===== src/rtl/wb_master_bridge.sv =====
// rtl/wb_master_bridge.sv - CPU valid/ready to Wishbone classic single-transfer bridge; optional retry via `WB_RETRY_EN
module wb_master_bridge #(
  parameter int ADDR_W         = 32,
  parameter int DATA_W         = 32,
  parameter int TIMEOUT_CYCLES = 512,
  parameter int ALIGN_CHECK    = 1,
  parameter int MAX_RETRIES    = 2
) (
  input  logic                clk,
  input  logic                rst,
  input  logic                req_valid,
  output logic                req_ready,
  input  logic                req_we,
  input  logic [ADDR_W-1:0]   req_addr,
  input  logic [DATA_W-1:0]   req_wdata,
  input  logic [DATA_W/8-1:0] req_be,
  output logic                rsp_valid,
  input  logic                rsp_ready,
  output logic [DATA_W-1:0]   rsp_rdata,
  output logic                rsp_err,
  output logic                wb_cyc,
  output logic                wb_stb,
  output logic                wb_we,
  output logic [ADDR_W-1:0]   wb_adr,
  output logic [DATA_W/8-1:0] wb_sel,
  output logic [DATA_W-1:0]   wb_dat_mosi,
  input  logic [DATA_W-1:0]   wb_dat_miso,
  input  logic                wb_ack,
  input  logic                wb_err,
  output logic                timeout_pulse,
  output logic [15:0]         err_count
);

  localparam int BE_W = DATA_W / 8;
  localparam int WD_W = $clog2(TIMEOUT_CYCLES);
  localparam logic [WD_W-1:0] WD_LAST = WD_W'(TIMEOUT_CYCLES - 1);

  typedef enum logic [1:0] {
    ST_IDLE  = 2'd0,
    ST_BUS   = 2'd1,
    ST_RESP  = 2'd2
`ifdef WB_RETRY_EN
    , ST_RETRY = 2'd3
`endif
  } state_t;

  state_t            state_q, state_d;
  logic              req_ready_q, req_ready_d;
  logic              cyc_q, cyc_d;
  logic              we_q, we_d;
  logic [ADDR_W-1:0] adr_q, adr_d;
  logic [BE_W-1:0]   sel_q, sel_d;
  logic [DATA_W-1:0] dat_q, dat_d;
  logic              rsp_valid_q, rsp_valid_d;
  logic [DATA_W-1:0] rsp_rdata_q, rsp_rdata_d;
  logic              rsp_err_q, rsp_err_d;
  logic              tpulse_q, tpulse_d;
  logic [15:0]       err_cnt_q, err_cnt_d;
  logic [WD_W-1:0]   wdog_q, wdog_d;
  logic              err_inc;
  logic              misaligned;

`ifdef WB_RETRY_EN
  localparam int RC_W = (MAX_RETRIES < 1) ? 1 : $clog2(MAX_RETRIES + 1);
  logic [RC_W-1:0] retry_cnt_q, retry_cnt_d;
`endif

  assign misaligned = (ALIGN_CHECK != 0) && (req_addr[1:0] != 2'b00);

  // Next-state and next-output computation for the single-outstanding bridge
  always_comb begin
    state_d     = state_q;
    req_ready_d = req_ready_q;
    cyc_d       = cyc_q;
    we_d        = we_q;
    adr_d       = adr_q;
    sel_d       = sel_q;
    dat_d       = dat_q;
    rsp_valid_d = rsp_valid_q;
    rsp_rdata_d = rsp_rdata_q;
    rsp_err_d   = rsp_err_q;
    tpulse_d    = 1'b0;
    wdog_d      = wdog_q;
    err_inc     = 1'b0;
`ifdef WB_RETRY_EN
    retry_cnt_d = retry_cnt_q;
`endif
    case (state_q)
      ST_IDLE: begin
        req_ready_d = 1'b1;
        if (req_valid && req_ready_q) begin
          we_d        = req_we;
          adr_d       = req_addr;
          sel_d       = req_be;
          dat_d       = req_wdata;
          req_ready_d = 1'b0;
          wdog_d      = '0;
`ifdef WB_RETRY_EN
          retry_cnt_d = '0;
`endif
          if (misaligned) begin
            // Rejected locally: the bus never sees this request
            state_d     = ST_RESP;
            rsp_valid_d = 1'b1;
            rsp_err_d   = 1'b1;
            rsp_rdata_d = '0;
            err_inc     = 1'b1;
          end else begin
            state_d = ST_BUS;
            cyc_d   = 1'b1;
          end
        end
      end
      ST_BUS: begin
        wdog_d = wdog_q + 1'b1;
        if (cyc_q && wb_err) begin
          // err wins over a simultaneous ack
          cyc_d = 1'b0;
`ifdef WB_RETRY_EN
          if (retry_cnt_q < RC_W'(MAX_RETRIES)) begin
            state_d = ST_RETRY;
          end else
`endif
          begin
            state_d     = ST_RESP;
            rsp_valid_d = 1'b1;
            rsp_err_d   = 1'b1;
            rsp_rdata_d = '0;
            err_inc     = 1'b1;
          end
        end else if (cyc_q && wb_ack) begin
          cyc_d       = 1'b0;
          state_d     = ST_RESP;
          rsp_valid_d = 1'b1;
          rsp_err_d   = 1'b0;
          rsp_rdata_d = we_q ? '0 : wb_dat_miso;
        end else if (wdog_q == WD_LAST) begin
          // Local watchdog abort; never retried
          cyc_d       = 1'b0;
          tpulse_d    = 1'b1;
          state_d     = ST_RESP;
          rsp_valid_d = 1'b1;
          rsp_err_d   = 1'b1;
          rsp_rdata_d = '0;
          err_inc     = 1'b1;
        end
      end
      ST_RESP: begin
        if (rsp_ready) begin
          state_d     = ST_IDLE;
          rsp_valid_d = 1'b0;
          rsp_rdata_d = '0;
          rsp_err_d   = 1'b0;
          req_ready_d = 1'b1;
        end
      end
`ifdef WB_RETRY_EN
      ST_RETRY: begin
        // One idle bus cycle, then reissue the same latched transfer
        retry_cnt_d = retry_cnt_q + 1'b1;
        wdog_d      = '0;
        cyc_d       = 1'b1;
        state_d     = ST_BUS;
      end
`endif
      default: begin
        state_d     = ST_IDLE;
        cyc_d       = 1'b0;
        rsp_valid_d = 1'b0;
        req_ready_d = 1'b0;
      end
    endcase
    err_cnt_d = (err_inc && (err_cnt_q != 16'hFFFF)) ? err_cnt_q + 16'd1 : err_cnt_q;
  end

  // State and registered outputs, synchronous active-low reset
  always_ff @(posedge clk) begin
    if (!rst) begin
      state_q     <= ST_IDLE;
      req_ready_q <= 1'b0;
      cyc_q       <= 1'b0;
      we_q        <= 1'b0;
      adr_q       <= '0;
      sel_q       <= '0;
      dat_q       <= '0;
      rsp_valid_q <= 1'b0;
      rsp_rdata_q <= '0;
      rsp_err_q   <= 1'b0;
      tpulse_q    <= 1'b0;
      err_cnt_q   <= '0;
      wdog_q      <= '0;
`ifdef WB_RETRY_EN
      retry_cnt_q <= '0;
`endif
    end else begin
      state_q     <= state_d;
      req_ready_q <= req_ready_d;
      cyc_q       <= cyc_d;
      we_q        <= we_d;
      adr_q       <= adr_d;
      sel_q       <= sel_d;
      dat_q       <= dat_d;
      rsp_valid_q <= rsp_valid_d;
      rsp_rdata_q <= rsp_rdata_d;
      rsp_err_q   <= rsp_err_d;
      tpulse_q    <= tpulse_d;
      err_cnt_q   <= err_cnt_d;
      wdog_q      <= wdog_d;
`ifdef WB_RETRY_EN
      retry_cnt_q <= retry_cnt_d;
`endif
    end
  end

  assign req_ready     = req_ready_q;
  assign rsp_valid     = rsp_valid_q;
  assign rsp_rdata     = rsp_rdata_q;
  assign rsp_err       = rsp_err_q;
  assign wb_cyc        = cyc_q;
  assign wb_stb        = cyc_q;
  assign wb_we         = cyc_q & we_q;
  assign wb_adr        = cyc_q ? adr_q : '0;
  assign wb_sel        = cyc_q ? sel_q : '0;
  assign wb_dat_mosi   = cyc_q ? dat_q : '0;
  assign timeout_pulse = tpulse_q;
  assign err_count     = err_cnt_q;

endmodule


===== config.mk =====
export PLATFORM = sky130hd
export DESIGN_NAME = wb_master_bridge
export DESIGN_NICKNAME = d
export VERILOG_FILES = /design/src/rtl/wb_master_bridge.sv
export SDC_FILE = /design/constraint.sdc
export NUM_CORES = 1
export LEC_CHECK = 0
export BUFFER_PORTS_ARGS = -buffer_cell sky130_fd_sc_hd__buf_2
export CAP_MARGIN = 25
export CORE_ASPECT_RATIO = 1.1
export CORE_UTILIZATION = 35
export CTS_CLUSTER_SIZE = 40
export DETAILED_ROUTE_END_ITERATION = 16
export GPL_TIMING_DRIVEN = 0
export PLACE_DENSITY = 0.65
export SETUP_SLACK_MARGIN = 0.5
export SLEW_MARGIN = 20
export SYNTH_ARGS = -nofsm -noshare
export SYNTH_HDL_FRONTEND = slang
export SYNTH_SLANG_ARGS = --single-unit

===== constraint.sdc =====
create_clock -name clk -period 2.5 [get_ports clk]
set_input_delay 0.25 -clock clk [delete_from_list [all_inputs] [get_ports clk]]
set_output_delay 0.25 -clock clk [all_outputs]
set_load 0.05 [all_outputs]

# Yosys cells after proc, flatten, opt, wreduce, memory -nomap -nowiden
# Cells that the tools add are included.
# totals
ff_bits	133
word_cells	89
inputBits	107
output_inout_bits	123
# op_classes
n_eq_ne	9
reduce_logical	16
add_sub_neg	2
bitwise_logic	4
mux	45
# op_table
operator	n
32-bit two-way mux	9
32-bit case mux with 3 select lines	1
1-bit two-way mux	20
9-bit case mux with 2 select lines	1
16-bit by 1-bit adder with 16-bit output, second input constant	1
16-bit != test, second input constant	1
2-bit two-way mux	6
1-bit case mux with 3 select lines	4
9-bit by 1-bit adder with 9-bit output, second input constant	1
9-bit == test, second input constant	1
9-bit two-way mux	1
2-bit != test, second input constant	4
4-bit AND reduction	2
2-bit case mux with 3 select lines	1
2-bit AND reduction	3
5-bit AND reduction	1
1-bit logical AND	4
4-bit two-way mux	1
4-bit != test, second input constant	1
2-bit nonzero test	2
1-bit inverter	3
3-bit AND reduction	1
3-bit nonzero test	1
3-bit OR reduction	1
other kinds (5)	5

# Depth between registers and ports, before layout
# logic_depth
depth_word	6
depth_mapped	11
mapped_depth_nobuf	9

# Worst setup path after synthesis
# No wires, ideal clock.
# synth_path
kind	register to register
startpoint	register wdog_q[0]
endpoint	register err_cnt_q[1], in the netlist err_count[1]
synth_period_minus_slack_ps	2252
path_stages_with_launch	12
arrival_ps	2182
setup_slack_ps	248
path_buffers	2
setup_ps	70
path_cell_list	dfxtp_1 > ha_1 > and3_1 > and3_1 > and3_1 > ha_1 > a31o_1 > o21ai_1 > buf_2 > buf_2 > o21ai_0 > a21oi_1
# synth_between
elab_chain_len	6
# synth_rtl
element	line_no	source
start, declared	59	logic [WD_W-1:0] wdog_q, wdog_d;
start signal, assigned	208	wdog_q <= wdog_d;
9-bit == test	137	end else if (wdog_q == WD_LAST) begin
1-bit two-way mux	137	
1-bit two-way mux	131	end else if (cyc_q && wb_ack) begin
1-bit two-way mux	116	if (cyc_q && wb_err) begin
1-bit case mux with 2 select lines	88	case (state_q)
1-bit logical AND	173	err_cnt_d = (err_inc && (err_cnt_q != 16'hFFFF)) ? err_cnt_q + 16'd1 : err_cnt_q;
end signal, assigned	207	err_cnt_q <= err_cnt_d;
end, declared	58	logic [15:0] err_cnt_q, err_cnt_d;
# No other way between the ends.
# A chain may end at the register's enable or synchronous reset.

# Final worst setup path
# layout_path
startpoint	register wdog_q[1]
endpoint	register err_cnt_q[3], in the netlist err_count[3]
# The elaborated chain is that of the path after synthesis.

==> flow_summary.yaml <==
route:
  wl_per_cell_um: 14.4
  dr.pass1.iters: 4
  wirelength_mm: 16.2
  drt_iter0_drc: 293
  via_per_inst: 4.88
  antenna_left: 0
  drc: 0
  via_count: 5483
sta:
  fin_crit_ns: 2.27
  slew_headroom: 0.499
  slew_violations: 0
  max_freq_mhz: 440
  fin_ws_ns: 0.228
  skew_ns: 0.00688
  final.period_utilization: 0.909
  worst_pin_slew_ns: 0.748
  tns_ns: 0
  rsz0062_at_grt: "yes"
  hold_violations: 0
  setup_viol: 0
worst_hold_path:
  holdPathEnd: "rsp_rdata[28]"
  hp-class: "input port to flop"
  holdPathStages: 2
  worstHoldStart: "wb_dat_miso[28]"
global_route:
  grt_max_degree: 17
  grt_pass1_wl_mm: 25.8
  grt_overflow: 0
  grt_pass1_vias: 5269
  grt_antenna_before_repair: 0
  gr-usage-all-layers: 0.206
finish:
  seqCellArea_um2: 2670
  finalInstanceArea_um2: 7950
  final_cell_mix: "buf_2 (228), nand2_1 (153), dfxtp_1 (129)"
  layout-drive-gt1-share: 0.369
  multi_input_area_um2: 2730
  antenna_cells: 0
  syn2layout_area_growth_pct: 46.1
  fillers: 1490
  layout_commonest_cell: "buf_2"
  layout.nets: 1025
logic_synthesis:
  synthArstFlopShare: 0
  synth_edf_count: 0
  synth_cells: 648
  ys_seq_area_frac: 0.489
  syn-mean-instance-area_um2: 8.40
  synth_cell_types: 46
  synth-seq-cells: 133
  netlist_area_um2: 5440
  syn_nets: 758
  synth_flop_cell: "dfxtp_1"
  synth_warnings: 0
power:
  cellPowerDensity_nw_per_um2: 671
  swShare: 0.249
  power_leakage_uw: 0.00357
  total_power_uw: 5330
  peakVddDrop_mv: 0.559
  p_clk_frac: 0.477
  p_comb_frac: 0.105
  p_sw_uw: 1330
  seqPwrFrac: 0.418
  internal_power_uw: 4010
setup_path:
  cp-end-kind: "flop"
  reg2reg_slack_ns: 0.23
  crit_arrival_ns: 2.61
  worstReg2RegEnd: "err_count[3]"
  rr_startpoint: "wdog_q[1]"
  cpMaxStageDelayCell: "or4_1"
  path_cells: "ha_4 -> and3_4 -> and3_4 -> and3_4 -> ha_4 -> a31o_4 -> o21ai_4 -> buf_6 -> buf_6 -> or4_1 -> a21oi_2"
  critPathMaxFanout: 5
  reg2reg_depth: 11
  critPathBufInv: 2
  slowest_delay_ns: 0.42
  cp-start-kind: "flop"
  crit_type: "flop to flop"
  cp_data_required_time_ns: 2.84
  cp_common_cell: "and3_4"
  cp_top_family: "simple AND/OR/NAND/NOR gates"
clock_tree:
  cts_root_buffer: "clkbuf_16"
  holdBufCountCts: 0
  cts_made_buffers: 17
  clk_latency_ns: 0.41
  clkTransAtPathRegs_ns: 0.06
  clockBufferDepth: 2
  tritoncts: "built"
  clock-sinks: 133
  htree_num_levels: 4
placed_design:
  gp_congestion: 0.789
  dp_hpwl_mm: 11.4
  pre_cts_slack_ns: 0.212
  port_buffers: 229
  post_dp_cell_area_um2: 6900
die:
  die_y_um: 133
  rows: 47
  die_w_um: 121
  start_util: 0.360
  core_area_um2: 15100
  ioPinCount: 230
  dieArea_um2: 16100
run:
  max-cap-violations: 0
run_status:
  status: "complete, no violations"
[registers in the layout, indices dropped and copies added (netlist names)]
signal / flops
adr_q: 32
dat_q: 32
rsp_rdata: 32
err_count: 16
wdog_q: 9
sel_q: 4
state_q: 2
req_ready: 1
rsp_err: 1
rsp_valid: 1
timeout_pulse: 1
wb_cyc: 1
we_q: 1
[metrics by stage]
step / std cells / hold slack, ns / util
after CTS: 1116 / 0.0286 / 0.513
after global routing: 1124 / 0.0354 / 0.526
final: 1124 / 0.0485 / 0.526
after floorplan: 648 / 0.383 / -
after detailed placement: 1073 / 0.442 / 0.456
after global placement: 1073 / 0.437 / 0.456
[routing by layer]
layer	vias to the layer above	part of all wire	global-route usage
met5	-	0	0
met4	0	0.017	0.0857
met3	22	0.052	0.0496
met2	178	0.50	0.339
met1	2542	0.43	0.255
li1	2741	-	-
[power by group through the flow]
stage,clock network [uW],logic [uW],registers (uW)
5_1_grt,2710,616,2240
3_5_place_dp,0,469,2270
3_3_place_gp,0,464,2270
4_1_cts,2610,512,2230
2_1_floorplan,0,256,2290
6_report,2550,559,2230
[final cells by class]
cell class | instances | share of cell area
Buffer | 49 | 0.0365
Clock buffer | 19 | 0.0544
Clock inverter | 13 | 0.0219
Inverter | 4 | 0.00189
Multi-Input combinational cell | 462 | 0.344
Sequential cell | 133 | 0.336
Tap cell | 196 | 0.0308
Timing Repair Buffer | 248 | 0.175
[cell families after synthesis]
logic type / Yosys count / share of synthesized area
compound gates: 153 / 0.177
mux: 5 / 0.00943
buf+inv: 53 / 0.0435
fa+ha+maj: 3 / 0.00690
flops: 133 / 0.489
simple gates: 301 / 0.274
[what timing repair did]
action / in CTS / in global routing
gates resized for setup: 39 / 43
setup endpoints to repair: 127 / 161
setup buffers: 9 / 5
pin swaps: 12 / 12
gates cloned: 2 / 3
[worst max-delay path by stage]
stage               startpoint             to  slack, ns  depth (start not counted)
global route         wdog_q[1]   err_count[3]       0.12                         11
global placement    state_q[1]      adr_q[26]        0.1                          5
finish               wdog_q[1]   err_count[3]       0.23                         11
CTS                  wdog_q[1]  err_count[10]       0.26                         11
detailed placement   wdog_q[0]   err_count[2]       0.21                         11
floorplan            wdog_q[1]   err_count[2]       0.39                         10
[cell usage after synthesis, drive strengths merged (2+ instances only)]
library cell / count / area [um^2]
a22o: 32 / 280
and2: 69 / 432
clkbuf: 24 / 90.1
o31ai: 8 / 60.1
o21a: 2 / 15.0
nor2: 21 / 81.3
o21ai: 11 / 55.1
inv: 4 / 15.0
nor2b: 3 / 18.8
or4: 7 / 52.6
ha: 3 / 37.5
buf: 25 / 131
mux2i: 4 / 40.0
a22oi: 7 / 52.6
nand2: 153 / 574
and3: 5 / 31.3
a211oi: 2 / 15.0
nand4: 5 / 43.8
dfxtp: 133 / 2660
nand3: 7 / 35.0
or3: 6 / 42.5
a21oi: 86 / 442
nand2b: 7 / 43.8
nor3: 6 / 35.0
nor4: 6 / 50.0
Power figures use the tool's default switching activity.
